--- config.mk ---
export PLATFORM = sky130hd
export DESIGN_NAME = retire_stage_flat
export DESIGN_NICKNAME = d
export VERILOG_FILES = /design/src/rtl/retire_stage_pkg.sv /design/src/rtl/retire_stage_if.sv /design/src/rtl/retire_stage_load_align.sv /design/src/rtl/retire_stage.sv /design/src/flat_wrapper.sv
export SDC_FILE = /design/constraint.sdc
export NUM_CORES = 1
export LEC_CHECK = 0
export ABC_AREA = 1
export ABC_CLOCK_PERIOD_IN_PS = 2800
export BUFFER_PORTS_ARGS = -buffer_cell sky130_fd_sc_hd__buf_2
export CORE_AREA = 2 2 125 127
export DETAILED_ROUTE_END_ITERATION = 6
export DIE_AREA = 0 0 127 129
export PLACE_DENSITY = 0.58
export SKIP_CTS_REPAIR_TIMING = 1
export SLEW_MARGIN = 15
export SYNTH_ARGS = -nofsm -noshare
export SYNTH_HDL_FRONTEND = slang
export SYNTH_SLANG_ARGS = --single-unit
--- constraint.sdc ---
create_clock -name clk -period 2.8 [get_ports clk]
set_clock_uncertainty 0.1 [all_clocks]
set_input_delay 0.28 -clock clk [delete_from_list [all_inputs] [get_ports clk]]
set_output_delay 0.28 -clock clk [all_outputs]
set_load 0.02 [all_outputs]
--- src/rtl/retire_stage_pkg.sv ---
`default_nettype none
// ============================================================================
// Module      : retire_stage_pkg
// Description : Shared types for the retire stage: operations, FSM states,
//               trap cause codes and a load-classification helper.
// Revision    : 1.0 - initial release
// ============================================================================
package retire_stage_pkg;

    typedef enum logic [4:0] {
        NOP, ADD, SUB, AND, OR, XOR, SLL, SRL, SRA, SLT, SLTU, LUI,
        LB, LBU, LH, LHU, LW, SB, SH, SW,
        BEQ, BNE, BLT, BGE, BLTU, BGEU, JAL, JALR
    } iType_e;

    typedef enum logic [0:0] {
        RUN       = 1'b0,
        LOAD_WAIT = 1'b1
    } retireState_e;

    typedef enum logic [3:0] {
        INSTRUCTION_ADDRESS_MISALIGNED = 4'd0,
        ILLEGAL_INSTRUCTION            = 4'd2,
        LOAD_ACCESS_FAULT              = 4'd5
    } exceptionCode_e;

    function automatic logic is_load(iType_e op);
        return op inside {LB, LBU, LH, LHU, LW};
    endfunction

endpackage
`default_nettype wire

--- src/rtl/retire_stage_if.sv ---
`default_nettype none
// ============================================================================
// Module      : retire_stage_if
// Description : Registered execute-stage outputs consumed by the retire stage.
// Revision    : 1.0 - initial release
// ============================================================================
interface retire_stage_if;
    import retire_stage_pkg::*;

    logic [31:0]      instruction_i;
    logic [31:0]      pc_i;
    iType_e           instruction_operation_i;
    logic [1:0][31:0] result_i;
    logic [2:0]       tag_i;
    logic             jump_i;
    logic             write_enable_i;
    logic             exc_ilegal_inst_i;
    logic             exc_misaligned_fetch_i;

    modport master (
        output instruction_i, pc_i, instruction_operation_i, result_i, tag_i,
               jump_i, write_enable_i, exc_ilegal_inst_i, exc_misaligned_fetch_i
    );

    modport slave (
        input  instruction_i, pc_i, instruction_operation_i, result_i, tag_i,
               jump_i, write_enable_i, exc_ilegal_inst_i, exc_misaligned_fetch_i
    );

endinterface
`default_nettype wire

--- src/rtl/retire_stage_load_align.sv ---
`default_nettype none
// ============================================================================
// Module      : load_align
// Description : Extracts the addressed byte/halfword of a load and extends it.
// Revision    : 1.0 - initial release
// ============================================================================
module load_align
    import retire_stage_pkg::*;
(
    input  iType_e      i_op,
    input  logic [1:0]  i_addr,
    input  logic [31:0] i_data,
    output logic [31:0] o_data
);

    logic [7:0]  w_byte;
    logic [15:0] w_half;

    always_comb begin
        w_byte = 8'h00;
        case (i_addr)
            2'd0:    w_byte = i_data[7:0];
            2'd1:    w_byte = i_data[15:8];
            2'd2:    w_byte = i_data[23:16];
            default: w_byte = i_data[31:24];
        endcase
        w_half = i_addr[1] ? i_data[31:16] : i_data[15:0];

        case (i_op)
            LB:      o_data = {{24{w_byte[7]}}, w_byte};
            LBU:     o_data = {24'h000000, w_byte};
            LH:      o_data = {{16{w_half[15]}}, w_half};
            LHU:     o_data = {16'h0000, w_half};
            default: o_data = i_data;
        endcase
    end

endmodule
`default_nettype wire

--- src/rtl/retire_stage.sv ---
`default_nettype none
// ============================================================================
// Module      : retire_stage
// Description : Commit stage: writeback, load alignment, redirects, traps and
//               wrong-path squashing via the pipeline tag.
// Revision    : 1.0 - initial release
// ============================================================================
module retire_stage
    import retire_stage_pkg::*;
#(
    parameter int LOAD_TIMEOUT = 255
)
(
    input  logic                 clk,
    input  logic                 reset,
    retire_stage_if.slave        ex,
    input  logic [31:0]          mem_data_i,
    input  logic                 mem_ready_i,
    input  logic [31:0]          mtvec_i,
    output logic                 regbank_write_enable_o,
    output logic [4:0]           regbank_address_o,
    output logic [31:0]          regbank_data_o,
    output logic                 jump_o,
    output logic [31:0]          jump_target_o,
    output logic [2:0]           current_tag_o,
    output logic                 stall_o,
    output logic                 exception_o,
    output logic [3:0]           exception_cause_o,
    output logic [31:0]          exception_pc_o,
    output logic                 instruction_retired_o,
    output logic                 killed_o
);

    localparam int                c_CNT_W   = $clog2(LOAD_TIMEOUT + 1);
    localparam logic [c_CNT_W-1:0] c_TIMEOUT = c_CNT_W'(LOAD_TIMEOUT);

    retireState_e       r_state, w_state_next;
    logic [2:0]         r_tag, w_tag_next;
    logic [c_CNT_W-1:0] r_cnt, w_cnt_next;

    logic               w_valid, w_load, w_timeout, w_exc, w_stall, w_done, w_redirect, w_we;
    exceptionCode_e     w_cause;
    logic [4:0]         w_rd;
    logic [31:0]        w_load_data;
    logic               w_unused_bits;

    assign w_rd          = ex.instruction_i[11:7];
    assign w_unused_bits = ^{ex.instruction_i[31:12], ex.instruction_i[6:0]};

    load_align u_load_align (
        .i_op   (ex.instruction_operation_i),
        .i_addr (ex.result_i[0][1:0]),
        .i_data (mem_data_i),
        .o_data (w_load_data)
    );

    always_ff @(posedge clk or posedge reset) begin
        if (reset) begin
            r_state <= RUN;
            r_tag   <= 3'd0;
            r_cnt   <= '0;
        end else begin
            r_state <= w_state_next;
            r_tag   <= w_tag_next;
            r_cnt   <= w_cnt_next;
        end
    end

    always_comb begin
        w_state_next = r_state;
        w_tag_next   = r_tag;
        w_cnt_next   = r_cnt;
        w_exc        = 1'b0;
        w_cause      = INSTRUCTION_ADDRESS_MISALIGNED;

        w_valid   = (ex.tag_i == r_tag);
        w_load    = w_valid && is_load(ex.instruction_operation_i);
        w_timeout = (r_state == LOAD_WAIT) && (r_cnt == c_TIMEOUT) && !mem_ready_i;

        if (w_valid) begin
            if (ex.exc_misaligned_fetch_i) begin
                w_exc   = 1'b1;
                w_cause = INSTRUCTION_ADDRESS_MISALIGNED;
            end else if (ex.exc_ilegal_inst_i) begin
                w_exc   = 1'b1;
                w_cause = ILLEGAL_INSTRUCTION;
            end else if (w_load && w_timeout) begin
                w_exc   = 1'b1;
                w_cause = LOAD_ACCESS_FAULT;
            end
        end

        // A trap always wins over a pending load, so stall and redirect stay exclusive
        w_stall    = w_load && !w_exc && !mem_ready_i;
        w_done     = w_valid && !w_exc && !w_stall;
        w_redirect = w_exc || (w_valid && ex.jump_i && !w_stall);
        w_we       = w_done && ex.write_enable_i && (w_rd != 5'd0);

        regbank_write_enable_o = 1'b0;
        regbank_address_o      = 5'd0;
        regbank_data_o         = 32'h0;
        jump_o                 = 1'b0;
        jump_target_o          = 32'h0;
        current_tag_o          = r_tag;
        stall_o                = 1'b0;
        exception_o            = 1'b0;
        exception_cause_o      = 4'd0;
        exception_pc_o         = 32'h0;
        instruction_retired_o  = 1'b0;
        killed_o               = 1'b0;

        if (!reset) begin
            regbank_write_enable_o = w_we;
            if (w_we) begin
                regbank_address_o = w_rd;
                regbank_data_o    = is_load(ex.instruction_operation_i) ? w_load_data : ex.result_i[0];
            end
            jump_o = w_redirect;
            if (w_redirect) begin
                jump_target_o = w_exc ? mtvec_i : ex.result_i[1];
            end
            stall_o     = w_stall;
            exception_o = w_exc;
            if (w_exc) begin
                exception_cause_o = w_cause;
                exception_pc_o    = ex.pc_i;
            end
            instruction_retired_o = w_done;
            killed_o              = !w_valid;
        end

        if (w_redirect) begin
            w_tag_next = r_tag + 3'd1;
        end

        case (r_state)
            RUN: begin
                if (w_stall) begin
                    w_state_next = LOAD_WAIT;
                    w_cnt_next   = c_CNT_W'(1);
                end
            end
            LOAD_WAIT: begin
                if (w_stall) begin
                    w_cnt_next = r_cnt + c_CNT_W'(1);
                end else begin
                    w_state_next = RUN;
                    w_cnt_next   = '0;
                end
            end
            default: begin
                w_state_next = RUN;
                w_cnt_next   = '0;
            end
        endcase
    end

endmodule
`default_nettype wire
--- src/flat_wrapper.sv ---
// flat-port wrapper written by rule: the top's interface ports become plain ports
module retire_stage_flat import retire_stage_pkg::*;
#(
    parameter int LOAD_TIMEOUT = 255
)
  (clk, reset, mem_data_i, mem_ready_i, mtvec_i, regbank_write_enable_o, regbank_address_o, regbank_data_o, jump_o, jump_target_o, current_tag_o, stall_o, exception_o, exception_cause_o, exception_pc_o, instruction_retired_o, killed_o, ex_instruction_i, ex_pc_i, ex_instruction_operation_i, ex_result_i, ex_tag_i, ex_jump_i, ex_write_enable_i, ex_exc_ilegal_inst_i, ex_exc_misaligned_fetch_i);
  retire_stage_if ex_i ();
  input  logic clk;
  input  logic reset;
  input  logic [31:0] mem_data_i;
  input  logic mem_ready_i;
  input  logic [31:0] mtvec_i;
  output logic regbank_write_enable_o;
  output logic [4:0] regbank_address_o;
  output logic [31:0] regbank_data_o;
  output logic jump_o;
  output logic [31:0] jump_target_o;
  output logic [2:0] current_tag_o;
  output logic stall_o;
  output logic exception_o;
  output logic [3:0] exception_cause_o;
  output logic [31:0] exception_pc_o;
  output logic instruction_retired_o;
  output logic killed_o;
  input wire logic [$bits(ex_i.instruction_i)-1:0] ex_instruction_i;
  input wire logic [$bits(ex_i.pc_i)-1:0] ex_pc_i;
  input wire logic [$bits(ex_i.instruction_operation_i)-1:0] ex_instruction_operation_i;
  input wire logic [$bits(ex_i.result_i)-1:0] ex_result_i;
  input wire logic [$bits(ex_i.tag_i)-1:0] ex_tag_i;
  input wire logic [$bits(ex_i.jump_i)-1:0] ex_jump_i;
  input wire logic [$bits(ex_i.write_enable_i)-1:0] ex_write_enable_i;
  input wire logic [$bits(ex_i.exc_ilegal_inst_i)-1:0] ex_exc_ilegal_inst_i;
  input wire logic [$bits(ex_i.exc_misaligned_fetch_i)-1:0] ex_exc_misaligned_fetch_i;
  assign ex_i.instruction_i = ex_instruction_i;
  assign ex_i.pc_i = ex_pc_i;
  assign ex_i.instruction_operation_i = ex_instruction_operation_i;
  assign ex_i.result_i = ex_result_i;
  assign ex_i.tag_i = ex_tag_i;
  assign ex_i.jump_i = ex_jump_i;
  assign ex_i.write_enable_i = ex_write_enable_i;
  assign ex_i.exc_ilegal_inst_i = ex_exc_ilegal_inst_i;
  assign ex_i.exc_misaligned_fetch_i = ex_exc_misaligned_fetch_i;
  retire_stage #(.LOAD_TIMEOUT(LOAD_TIMEOUT)) u_core (.clk(clk), .reset(reset), .ex(ex_i), .mem_data_i(mem_data_i), .mem_ready_i(mem_ready_i), .mtvec_i(mtvec_i), .regbank_write_enable_o(regbank_write_enable_o), .regbank_address_o(regbank_address_o), .regbank_data_o(regbank_data_o), .jump_o(jump_o), .jump_target_o(jump_target_o), .current_tag_o(current_tag_o), .stall_o(stall_o), .exception_o(exception_o), .exception_cause_o(exception_cause_o), .exception_pc_o(exception_pc_o), .instruction_retired_o(instruction_retired_o), .killed_o(killed_o));
endmodule
==> out/metrics.yaml <==
outcome: "finished with violations"
violations: "negative hold slack"
cts_root_buffer: "clkbuf_16"
clk_latency_ps: 240
arrival_ps: 2200
yosysWarnings: 0
cts-htree-levels: 1
grt_pass1_wl_mm: 21.3
die_h_um: 129
worstRegToRegCells: 12
critPathLaunchType: "flip-flop"
wl_mm: 14.4
rsz0062_at_grt: "no"
core_um2: 15000
fp.dieArea_um2: 16400
synth_area_per_cell_um2: 4.84
syn2layout_area_growth_pct: 55.7
cts_buffers: 3
firstDrtPassIters: 4
hold_viol: 12
antenna_left: 0
final_net_count: 1169
hp-class: "input port to async pin"
drv_cap: 0
critPathKind: "flip-flop to output port"
dr.first_iter.drc_count: 260
seq_area_frac_synth: 0.0916
final-setup-viol-count: 0
required_ps: 2420
die_w_um: 127
routed_via_density: 4.31
final_common_cell: "buf_2"
wire_per_inst_um: 12.6
synth_fp_nets: 887
netlist_area_um2: 3280
synth_cell_types: 35
final_cell_mix: "291 x buf_2, 180 x nand2_1, 142 x inv_1, 120 x nor2_1, 56 x nand3_1"
grt_max_degree: 36
track_usage: 0.159
antenna_found_initial: 2
peakVddDrop_uv: 318
power.leakage_uw: 0.00353
powerDensity_nw_per_um2: 283
grt.overflow.total: 0
syn_inst: 678
place_ws_ps: 134
num_vias: 4950
gp_congestion: 0.851
io_pins: 321
layout_setup_ws_ps: 222
post-route-min-period_ps: 2580
clk_pin_slew_ps: 40
io_buffer_count: 292
fillers: 1744
drive_above_1_share: 0.357
clockBufferDepth: 2
whs_ps: -7.76
fp-row-count: 45
period_share: 0.921
place_hpwl_mm: 11.9
grt_pass1_vias: 4128
start_util: 0.219
synth_seq_cells: 12
max_freq_ghz: 0.388
drc: 0
cts.sinks: 12
drv_slew: 0
p_total_uw: 1440
worst_setup_path_end_kind: "output port"
worstPathMaxFanout: 16
cts_tree: "done"
[final timing paths]
check                                 from                       to  slack [ps]
setup / recovery           u_core.r_cnt[0]        jump_target_o[14]         220
hold / removal                       reset          u_core.r_cnt[7]          -8
setup reg to reg           u_core.r_cnt[0]          u_core.r_cnt[2]         480
hold reg to reg            u_core.r_cnt[0]          u_core.r_cnt[0]         400
max in group asynchronous            reset          u_core.r_cnt[0]        2290
min in group clk                 ex_jump_i  u_core.current_tag_o[1]         370
[Yosys cell counts]
cell / count / share of area
nand2_1: 180 / 0.21
inv_1: 142 / 0.16
nor2_1: 123 / 0.14
nand3_1: 56 / 0.085
o21ai_0: 34 / 0.052
buf_2: 18 / 0.027
nand4_1: 17 / 0.032
clkbuf_1: 14 / 0.016
a21boi_0: 13 / 0.030
dfrtp_1: 12 / 0.092
or2_2: 9 / 0.017
o211ai_1: 8 / 0.018
nand3b_1: 7 / 0.016
xor2_1: 7 / 0.019
a21oi_1: 6 / 0.0092
clkinv_1: 3 / 0.0034
nand2_2: 3 / 0.0057
buf_4: 2 / 0.0046
ha_1: 2 / 0.0076
inv_2: 2 / 0.0023
nand3_2: 2 / 0.0061
nor2_4: 2 / 0.0069
nor3_1: 2 / 0.0031
o221ai_1: 2 / 0.0053
xnor2_1: 2 / 0.0053
a22oi_1: 1 / 0.0023
buf_1: 1 / 0.0011
conb_1: 1 / 0.0011
nand2_4: 1 / 0.0034
nand3b_2: 1 / 0.0034
nand4_2: 1 / 0.0038
nor3_2: 1 / 0.0031
nor4b_1: 1 / 0.0027
o211ai_2: 1 / 0.0038
o21ai_1: 1 / 0.0015
[state kept, by name (all words and copies together) (netlist names)]
name,count
u_core.r_state,1
u_core.current_tag_o,3
u_core.r_cnt,8
[area by class of cell]
class / count / area, um2 / area share
Antenna cell: 1 / 2.50 / 0.000490
Clock buffer: 4 / 88.8 / 0.0174
Inverter: 147 / 552 / 0.108
Multi-Input combinational cell: 485 / 2310 / 0.453
Sequential cell: 12 / 300 / 0.0588
Tap cell: 188 / 235 / 0.0461
Timing Repair Buffer: 311 / 1610 / 0.316
[per-stage QoR]
step / setup TNS [ps] / instances / cell area (um2) / utilization
6_report: 0 / 1148 / 5100 / 0.341
5_1_grt: 0 / 1147 / 5100 / 0.341
4_1_cts: -3280 / 1144 / 5030 / 0.336
3_5_place_dp: 0 / 1140 / 4940 / 0.330
3_3_place_gp: 0 / 1140 / 4940 / 0.330
2_1_floorplan: 0 / 678 / 3280 / -
[where the power goes]
group,switching (uW),internal [uW]
clock network,75.3,216
logic,575,350
registers,31.0,198
[worst max-delay path, cell delays in order (launching register included)]
cell and delay (ps):
dfrtp_1 370, ha_1 190, nand2_1 70, nor2_2 140, nand2_1 70, nor2_1 140
nand4_2 170, nand2_4 200, nand2_4 170, nand2_1 110, nand2_1 60, nor2_1 90
buf_2 170
[layer usage]
layer,GRT usage,share of wire
met1,0.211,0.44
met5,0,0.00090
met4,0.0239,0.010
met3,0.0220,0.060
met2,0.279,0.49
[kinds of logic after synthesis]
| group | synth area share |
|---|---|
| buffers and inverters | 0.217 |
| other | 0.00114 |
| xor gates and xnor gates | 0.0240 |
| AOI/OAI and AO/OA | 0.122 |
| adders and majority gates | 0.00763 |
| DFF | 0.0916 |
| and+or+nand+nor | 0.536 |
Note: power is estimated with default switching activity, not from simulation.
